**config.mk**
```make
export PLATFORM = sky130hd
export DESIGN_NAME = bus_arbiter
export DESIGN_NICKNAME = d
export VERILOG_FILES = /design/src/rtl/nibbler_bus_pkg.sv /design/src/rtl/bus_arbiter_rr_pick.sv /design/src/rtl/bus_arbiter.sv
export SDC_FILE = /design/constraint.sdc
export NUM_CORES = 1
export LEC_CHECK = 0
export ABC_AREA = 1
export ABC_CLOCK_PERIOD_IN_PS = 1600
export BUFFER_PORTS_ARGS = -buffer_cell sky130_fd_sc_hd__buf_4
export CORE_UTILIZATION = 48
export DETAILED_ROUTE_END_ITERATION = 16
export PLACE_DENSITY = 0.76
export SYNTH_ARGS = -nofsm -noshare
export SYNTH_HDL_FRONTEND = slang
export SYNTH_SLANG_ARGS = --single-unit
```
**constraint.sdc**
```tcl
create_clock -name clock -period 1.6 [get_ports clock]
set_input_delay 0.08 -clock clock [delete_from_list [all_inputs] [get_ports clock]]
set_output_delay 0.08 -clock clock [all_outputs]
set_load 0.005 [all_outputs]
```
**src/rtl/nibbler_bus_pkg.sv**
```systemverilog
// -----------------------------------------------------------------------------
// nibbler_bus_pkg
// Shared definitions for the nibble-bus arbiter slice.
//   state_e           : arbiter FSM state encoding (IDLE, DRIVE, TURN)
//   BUS_WIDTH_DEFAULT : default width of the shared bus in bits
// -----------------------------------------------------------------------------
package nibbler_bus_pkg;

  localparam int BUS_WIDTH_DEFAULT = 4;

  typedef enum logic [1:0] {
    IDLE  = 2'd0,
    DRIVE = 2'd1,
    TURN  = 2'd2
  } state_e;

endpackage

```
**src/rtl/bus_arbiter_rr_pick.sv**
```systemverilog
// -----------------------------------------------------------------------------
// rr_pick
// Combinational round-robin picker. Searches req starting one past the last
// owner and wrapping modulo N. The last owner itself is the final candidate,
// so a lone requester is always re-granted.
// Ports:
//   req    in  N   request vector
//   last   in  IW  index of the most recent owner
//   winner out IW  index of the selected requester (0 when none found)
//   found  out 1   at least one request bit was set
// -----------------------------------------------------------------------------
module rr_pick #(
  parameter int N  = 4,
  parameter int IW = 2
) (
  input  logic [N-1:0]  req,
  input  logic [IW-1:0] last,
  output logic [IW-1:0] winner,
  output logic          found
);

  // One extra bit holds last+k before the modulo fold.
  logic [IW:0]   cand;
  logic [IW-1:0] idx;

  always_comb begin
    winner = '0;
    found  = 1'b0;
    cand   = '0;
    idx    = '0;
    for (int k = 1; k <= N; k++) begin
      cand = {1'b0, last} + (IW+1)'(k);
      if (cand >= (IW+1)'(N)) begin
        cand = cand - (IW+1)'(N);
      end
      idx = cand[IW-1:0];
      if (!found && req[idx]) begin
        found  = 1'b1;
        winner = idx;
      end
    end
  end

endmodule

```
**src/rtl/bus_arbiter.sv**
```systemverilog
// -----------------------------------------------------------------------------
// bus_arbiter
// Round-robin owner selection for the shared nibble bus. Drives a one-hot
// driver enable, inserts a dead turnaround cycle after every transfer so two
// drivers never overlap, and registers the resolved bus value.
//
// Optional build macro: BUS_LOCK_EN
//   When defined, adds the `lock` input. An owner holding lock stays in DRIVE
//   for up to MAX_LOCK consecutive capture cycles before turning the bus round.
//
// Ports:
//   clock     in   1          rising-edge clock
//   reset     in   1          synchronous, active-high reset
//   lock      in   1          hold the bus (BUS_LOCK_EN builds only)
//   req       in   N          per-source request, sampled in IDLE/TURN only
//   bus_in    in   WIDTH      resolved shared bus value
//   enable    out  N          one-hot (or zero) bus-driver enable
//   ack       out  N          one-hot capture strobe for the current owner
//   owner     out  clog2(N)   current or most recent owner
//   bus_q     out  WIDTH      last captured bus value
//   bus_valid out  1          pulse the cycle after each capture
//   busy      out  1          high while in DRIVE or TURN
//
// state | meaning
// ------+-----------------------------------------------------------------
// IDLE  | bus released, no driver enabled, arbitrating every cycle
// DRIVE | enable[owner] high, bus_in captured at the end of the cycle
// TURN  | dead cycle with all drivers off, arbitrating for the next owner
// -----------------------------------------------------------------------------
import nibbler_bus_pkg::*;

module bus_arbiter #(
  parameter int N        = 4,
  parameter int WIDTH    = BUS_WIDTH_DEFAULT,
  parameter int MAX_LOCK = 4
) (
  input  logic                 clock,
  input  logic                 reset,
`ifdef BUS_LOCK_EN
  input  logic                 lock,
`endif
  input  logic [N-1:0]         req,
  input  logic [WIDTH-1:0]     bus_in,
  output logic [N-1:0]         enable,
  output logic [N-1:0]         ack,
  output logic [$clog2(N)-1:0] owner,
  output logic [WIDTH-1:0]     bus_q,
  output logic                 bus_valid,
  output logic                 busy
);

  localparam int IW = $clog2(N);

  localparam logic [1:0] ST_IDLE  = 2'(IDLE);
  localparam logic [1:0] ST_DRIVE = 2'(DRIVE);
  localparam logic [1:0] ST_TURN  = 2'(TURN);

  if (N < 2 || N > 8 || MAX_LOCK < 1 || MAX_LOCK > 8) begin : g_param_check
    $error("bus_arbiter: N must be 2..8 and MAX_LOCK 1..8");
  end

  logic [1:0]    state;
  logic [1:0]    state_nxt;
  logic [IW-1:0] last;
  logic [IW-1:0] winner;
  logic          found;
  logic [N-1:0]  grant_oh;
  logic          hold;
  logic          entering_drive;

  rr_pick #(
    .N  (N),
    .IW (IW)
  ) u_pick (
    .req    (req),
    .last   (last),
    .winner (winner),
    .found  (found)
  );

  always_comb begin
    grant_oh         = '0;
    grant_oh[winner] = 1'b1;
  end

`ifdef BUS_LOCK_EN
  // Down-counter loaded on entry to DRIVE; zero marks the final allowed cycle.
  localparam logic [2:0] LOCK_LOAD = 3'(MAX_LOCK - 1);

  logic [2:0] lock_cnt;

  assign hold = lock && (lock_cnt != 3'd0);

  always_ff @(posedge clock) begin
    if (reset) begin
      lock_cnt <= 3'd0;
    end else if (entering_drive) begin
      lock_cnt <= LOCK_LOAD;
    end else if (state == ST_DRIVE && lock_cnt != 3'd0) begin
      lock_cnt <= lock_cnt - 3'd1;
    end
  end
`else
  assign hold = 1'b0;
`endif

  always_comb begin
    state_nxt = state;
    case (state)
      ST_IDLE:  state_nxt = found ? ST_DRIVE : ST_IDLE;
      ST_DRIVE: state_nxt = hold  ? ST_DRIVE : ST_TURN;
      ST_TURN:  state_nxt = found ? ST_DRIVE : ST_IDLE;
      default:  state_nxt = ST_IDLE;
    endcase
  end

  assign entering_drive = (state_nxt == ST_DRIVE) && (state != ST_DRIVE);

  always_ff @(posedge clock) begin
    if (reset) begin
      state     <= ST_IDLE;
      enable    <= '0;
      owner     <= IW'(N - 1);
      last      <= IW'(N - 1);
      bus_q     <= '0;
      bus_valid <= 1'b0;
      busy      <= 1'b0;
    end else begin
      state     <= state_nxt;
      busy      <= (state_nxt != ST_IDLE);
      bus_valid <= (state == ST_DRIVE);

      if (state == ST_DRIVE) begin
        bus_q <= bus_in;
        last  <= owner;
      end

      // Enable is held through a locked DRIVE and cleared in every other
      // transition out of DRIVE, which guarantees the dead TURN cycle.
      if (entering_drive) begin
        owner  <= winner;
        enable <= grant_oh;
      end else if (state_nxt != ST_DRIVE) begin
        enable <= '0;
      end
    end
  end

  always_comb begin
    ack = '0;
    if (state == ST_DRIVE) begin
      ack[owner] = 1'b1;
    end
  end

endmodule

```
[After elaboration in Yosys (flattened, before gate mapping)]
Index checks and enable logic that the tools add are counted.
Operators by class
  eq/ne operators: 5
  add/subtract/negate cells: 8
  magnitude comparators: 12
  muxes and demuxes: 29
  reductions and logical operators: 13
Operators by type and width (number)
  $lt A2 B3 Y1 const B: 6
  $mux W2: 8
  $ge A3 B3 Y1 const B: 4
  $mux W4: 3
  $mux W1: 11
  $bmux W1 S2: 4
  $sub A2 B1 Y2 const B: 4
  $add A2 B2 Y3 const B: 2
  $logic_and A1 B1 Y1: 6
  $demux W1 S2: 2
  $eq A2 B1 Y1 const B: 2
  $ge A2 B1 Y1 const B: 2
  $ne A2 B1 Y1 const B: 2
  $pmux W2 S2: 1
  $reduce_bool A2 Y1: 2
  $add A2 B1 Y3 const B: 1
  $add A2 B3 Y3 const B: 1
  $logic_not A1 Y1: 3
  $eq A2 B2 Y1 const B: 1
  $logic_not A2 Y1: 1
  $reduce_or A2 Y1: 1
Storage, ports and cells
  flip-flop bits (word level): 16
  output and inout port bits: 16
  word-level logic and storage cells: 74

[Logic depth before layout (Yosys ltp)]
  depth in word-level cells: 20
  gate-level depth with buffers: 13
  depth with buffers taken out: 12

[Modules after synthesis]
From an unflattened synthesis, not the netlist that was laid out.
Unflattened totals
  cells, all modules: 123
  area total of the unflattened synthesis: 864.6 um^2
By module, submodules not included
  bus_arbiter: area each 593.1 um^2, instances 1, sequential area each 320.3 um^2, cells each 71
  rr_pick: area each 271.5 um^2, instances 1, sequential area each 0.0 um^2, cells each 52

[Least setup slack after synthesis]
OpenSTA, ideal clock, no wires.
  kind: reg-to-reg
  start: register last[0]
  end: register owner[0]
  setup time: 0.117 ns
  data arrival time: 1.186 ns
  clock period less this slack: 1.303 ns
  stages on the path, launching flop included: 13
  setup slack: 0.297 ns
  path through: dfxtp_1 buf_6 inv_8 nand2_2 nand2_2 nand2_1 nand2_1 nor2_4 nand3_2 nand2_1 nand2_2 nand2_1 nand2_1
On the way
  cells in the longest elaborated chain, start to end: 19
  elaborated cells on any way between the ends: 42
Ends and longest elaborated chain
  start, declared: line bus_arbiter.sv:64  | logic [IW-1:0] last;
  start signal, assigned: line bus_arbiter.sv:124  | last <= IW'(N - 1);
  start signal, assigned: line bus_arbiter.sv:135  | last <= owner;
  $add A2 B1 Y3: line bus_arbiter_rr_pick.sv:32  | cand = {1'b0, last} + (IW+1)'(k);
  $ge A3 B3 Y1 or $sub A2 B1 Y2 (tied branches): line bus_arbiter_rr_pick.sv:33, bus_arbiter_rr_pick.sv:34
  $mux W2: line bus_arbiter_rr_pick.sv:33  | if (cand >= (IW+1)'(N)) begin
  $bmux W1 S2: line bus_arbiter_rr_pick.sv:37  | if (!found && req[idx]) begin
  $mux W1 (not written as such): line bus_arbiter_rr_pick.sv:37
  $mux W1: line bus_arbiter_rr_pick.sv:37
  $logic_not A1 Y1: line bus_arbiter_rr_pick.sv:37
  $logic_and A1 B1 Y1: line bus_arbiter_rr_pick.sv:37
  [3 not listed]
  $mux W1: line bus_arbiter_rr_pick.sv:37
  $logic_not A1 Y1: line bus_arbiter_rr_pick.sv:37
  $logic_and A1 B1 Y1: line bus_arbiter_rr_pick.sv:37
  $mux W1: line bus_arbiter_rr_pick.sv:37
  $mux W1: line bus_arbiter.sv:110, bus_arbiter.sv:112
  $pmux W2 S2: line bus_arbiter.sv:109  | case (state)
  $eq A2 B1 Y1: line bus_arbiter.sv:117  | assign entering_drive = (state_nxt == ST_DRIVE) && (state != ST_DRIVE);
  $logic_and A1 B1 Y1: line bus_arbiter.sv:117
  end signal, assigned: line bus_arbiter.sv:123  | owner <= IW'(N - 1);
  end signal, assigned: line bus_arbiter.sv:141  | owner <= winner;
  end, declared: line bus_arbiter.sv:46  | output logic [$clog2(N)-1:0] owner,
Parallel ways exist; a longest one is shown, timed or not. The select of a mux whose other input is x is not followed.
A chain may end at the register's enable or synchronous reset.

[Final worst setup path]
  start: register last[1]
  end: register enable[0]
On the way
  cells in the longest elaborated chain, start to end: 20
  elaborated cells on any way between the ends: 50
Ends and longest elaborated chain
  $add A2 B1 Y3: line bus_arbiter_rr_pick.sv:32
  $ge A3 B3 Y1 or $sub A2 B1 Y2 (tied branches): line bus_arbiter_rr_pick.sv:33, bus_arbiter_rr_pick.sv:34
  $mux W2: line bus_arbiter_rr_pick.sv:33
  $bmux W1 S2: line bus_arbiter_rr_pick.sv:37
  $mux W1 (not written as such): line bus_arbiter_rr_pick.sv:37
  $mux W1: line bus_arbiter_rr_pick.sv:37
  $logic_not A1 Y1: line bus_arbiter_rr_pick.sv:37
  $logic_and A1 B1 Y1: line bus_arbiter_rr_pick.sv:37
  [4 not listed]
  $logic_not A1 Y1: line bus_arbiter_rr_pick.sv:37
  $logic_and A1 B1 Y1: line bus_arbiter_rr_pick.sv:37
  $mux W2 or $mux W1 (tied branches): line bus_arbiter_rr_pick.sv:37
  $lt A2 B3 Y1 (not written as such) (tied with other cells): line bus_arbiter.sv:83  | grant_oh[winner] = 1'b1;
  $logic_and A1 B1 Y1 (not written as such) or $pmux W2 S2 (tied branches): line bus_arbiter.sv:83, bus_arbiter.sv:109
  $mux W1 (not written as such) or $eq A2 B1 Y1 (tied branches): line bus_arbiter.sv:83, bus_arbiter.sv:117
  $demux W1 S2 or $logic_and A1 B1 Y1 (tied branches): line bus_arbiter.sv:83, bus_arbiter.sv:117
  $mux W4 or $reduce_bool A2 Y1 (tied branches)
  end signal, assigned: line bus_arbiter.sv:142  | enable <= grant_oh;
  end, declared: line bus_arbiter.sv:44  | output logic [N-1:0] enable,
Parallel ways exist; a longest one is shown, timed or not. The select of a mux whose other input is x is not followed.

==> run_results.csv <==
group,metric,value,unit
layout,multiInputGateArea,463,um^2
layout,area_growth,32.7,%
layout,final_nets,161,
route,ant_nets,0,
grt,grt_pass1_wl,2.84,mm
route,vias,816,
job,cap_violations,0,
floorplanning,num_rows,14,
hold_path,hold_path_class,"input pin to flip-flop",
floorplanning,io_pins,26,
run_status,status,"finished with violations",
grt,grt_busiest_layer,"met2",
yosys,synth_seq_area_share,0.366,
clock_network,cts_tree,"done",
timing,tns,0,ps
floorplanning,die_h,43.3,um
grt,grt_max_degree,11,
worst_setup_path,critPathLaunchType,"flip-flop",
floorplanning,coreArea,1560,um^2
run_status,violations,"design-rule violations",
timing,timing.final.crit_share,0.915,
yosys,synth_area,820,um^2
pwr,pwr-share-comb,0.503,
placement,gp_congestion,0.857,
layout,diodes,0,
timing,finClkSkew,7.24,ps
pwr,total_leakage_power,0.586,nW
floorplanning,start_util,0.526,
yosys,syn_avg_cell_area,6.89,um^2
route,drc,2,
route,drt-total-wl,1.73,mm
pwr,power_density,1370,nW/um^2
grt,grt_remaining_overflow,0,
layout,stdcell_count,166,
timing,rsz0062_at_grt,"false",
placement,dp_hpwl,1.30,mm
clock_network,clk-insertion-delay-late,290,ps
placement,post_dp_cell_area,1030,um^2
grt,grtUsageMet2,0.333,
placement,placed_cells,161,
worst_setup_path,end_kind,"flip-flop",
clock_network,post_cts.repair.setup_buffers,0,
floorplanning,die_w,43.3,um
grt,grt_pass1_vias,731,
timing,timing.fmax,0.683,GHz
layout,design_area,1090,um^2
clock_network,clock_sinks,15,
worst_setup_path,crit_required,1790,ps
timing,final_hold_viol_count,0,
timing,setup_viol_count_final,0,
worst_setup_path,crit_arrival,1660,ps
timing,finalCriticalPeriod,1460,ps
clock_network,cts_made_buffers,3,
floorplanning,dieArea,1880,um^2
grt,met3_usage,0.0681,
yosys,synth_warnings,0,
worst_setup_path,worst-setup-path-type,"flip-flop to flip-flop",
layout,utilization,0.697,
layout,fillers,131,
layout,ff_latch_area,300,um^2
grt,antenna_found_initial,0,
pwr,p_sw,0.000622,W
clock_network,clk_pin_slew,90,ps
grt,grt_util_met1,0.247,
pwr,seqPwrFrac,0.351,
route,via_per_inst,4.92,
clock_network,clk_path_buf_depth,2,
pwr,p_int,0.000863,W
clock_network,htree_levels,1,
timing,max_slew_margin,0.832,
timing,tightest_slew,250,ps
route,first_iter_violations,12,
placement,io_buffers,25,
grt,grt_usage,0.201,
pwr,swShare,0.419,
yosys,synth_cells,119,
yosys,syn_nets,129,
pwr,ir_worst_vdd,0.000978,V
route,drt_first_pass_iters,10,
clock_network,root_buffer,"clkbuf_4",
layout,drive_gt1_frac,0.373,
timing,slew_violations,0,
route,wl_per_cell,10.4,um
yosys,ys_seq_elements,15,
yosys,yosysUniqueCellTypes,20,
pwr,p_clk_frac,0.147,
worst_setup_path,worstPathMaxFanout,8,
## placed cells by master (no fill, tap or decap), drive strengths merged
cell type,netlist,layout
nand2,49,49
buf,1,27
nor2,21,21
dfxtp,15,15
inv,14,14
o21ai,7,7
nand3,5,5
clkbuf,0,3
o211ai,2,2
nor3,2,2
a31oi,1,1
nand4,1,1
a21oi,1,1
clkinv,0,1
dlygate4sd3,0,1
## power groups by stage
stage,Sequential [W],Combinational (W),Clock [W]
global placement,0.000525,0.000705,0
finish,0.000521,0.000747,0.000218
global route,0.000532,0.000831,0.000245
floorplan,0.000525,0.000480,0
CTS,0.000520,0.000714,0.000224
detailed placement,0.000528,0.000709,0
## cell usage after synthesis
| master | n | share of area |
|---|---|---|
| buf_6 | 1 | 0.014 |
| o211ai_1 | 2 | 0.018 |
| nor2_4 | 1 | 0.014 |
| a21oi_1 | 1 | 0.0061 |
| nand2_4 | 4 | 0.055 |
| nand3_2 | 2 | 0.024 |
| nand3_1 | 3 | 0.018 |
| nor2_2 | 3 | 0.023 |
| dfxtp_1 | 15 | 0.37 |
| inv_2 | 3 | 0.014 |
| nor2_1 | 17 | 0.078 |
| inv_8 | 1 | 0.014 |
| nand2_2 | 9 | 0.069 |
| o21ai_0 | 7 | 0.043 |
| nor3_2 | 1 | 0.012 |
| inv_1 | 10 | 0.046 |
| a31oi_1 | 1 | 0.0076 |
| nand4_1 | 1 | 0.0076 |
| nand2_1 | 36 | 0.16 |
| nor3_1 | 1 | 0.0061 |
## per-stage QoR
step                hold slack (ps)  total power [W]  setup WS (ps)
floorplan                       152          0.00100            297
global placement                267          0.00123            155
detailed placement              267          0.00124            134
CTS                            13.7          0.00146            113
global route                   10.0          0.00161           14.3
finish                         22.7          0.00149            136
## area by class of cell
type | instances | area share
clock inverters | 1 | 0.00460
flip-flops and latches | 15 | 0.276
well taps | 16 | 0.0184
inverters | 14 | 0.0552
multi-input cells | 89 | 0.426
clock buffers | 3 | 0.0207
repair buffers | 28 | 0.199
## flip-flops by register name, indices dropped and copies added, names as in the netlist
signal,cells
state,2
busy,1
owner,2
bus_q,4
last,2
enable,4
## worst paths after layout
path | start | endpoint | slack (ps) | depth (start not counted)
worst max-delay path | last[1] | enable[0] | 140 | 11
worst min-delay path | bus_in[2] | bus_q[2] | 20 | 3
worst max register to register | last[1] | enable[0] | 140 | 11
worst min register to register | bus_q[1] | bus_q[1] | 530 | 2
## worst max-delay path, stage by stage, from the launching register on
cell,delay [ps]
dfxtp_1,440
inv_2,120
nand2_4,90
nand2_4,60
nand2_4,70
nand2_4,60
nor2_4,110
nand2_1,80
nor2_2,140
nor2_4,70
nand2_1,80
nor2_1,40
## routing by layer
| layer | wire, um | share of wire |
|---|---|---|
| met4 | 10 | 0.0058 |
| met2 | 871 | 0.50 |
| met3 | 85 | 0.049 |
| met1 | 766 | 0.44 |
| met5 | 0 | 0 |
## repair_timing
| item | CTS | global route |
|---|---|---|
| hold buffers | 1 | 0 |
| setup endpoints to repair | 0 | 6 |
| resized for setup | 0 | 5 |
| hold endpoints to repair | 3 | 0 |
## cells by family after synthesis
logic type,count (synthesis),share of synthesized area
flops,15,0.366
simple gates,78,0.472
buf+inv,15,0.0870
compound gates,11,0.0748
Power figures use the tool's default switching activity.
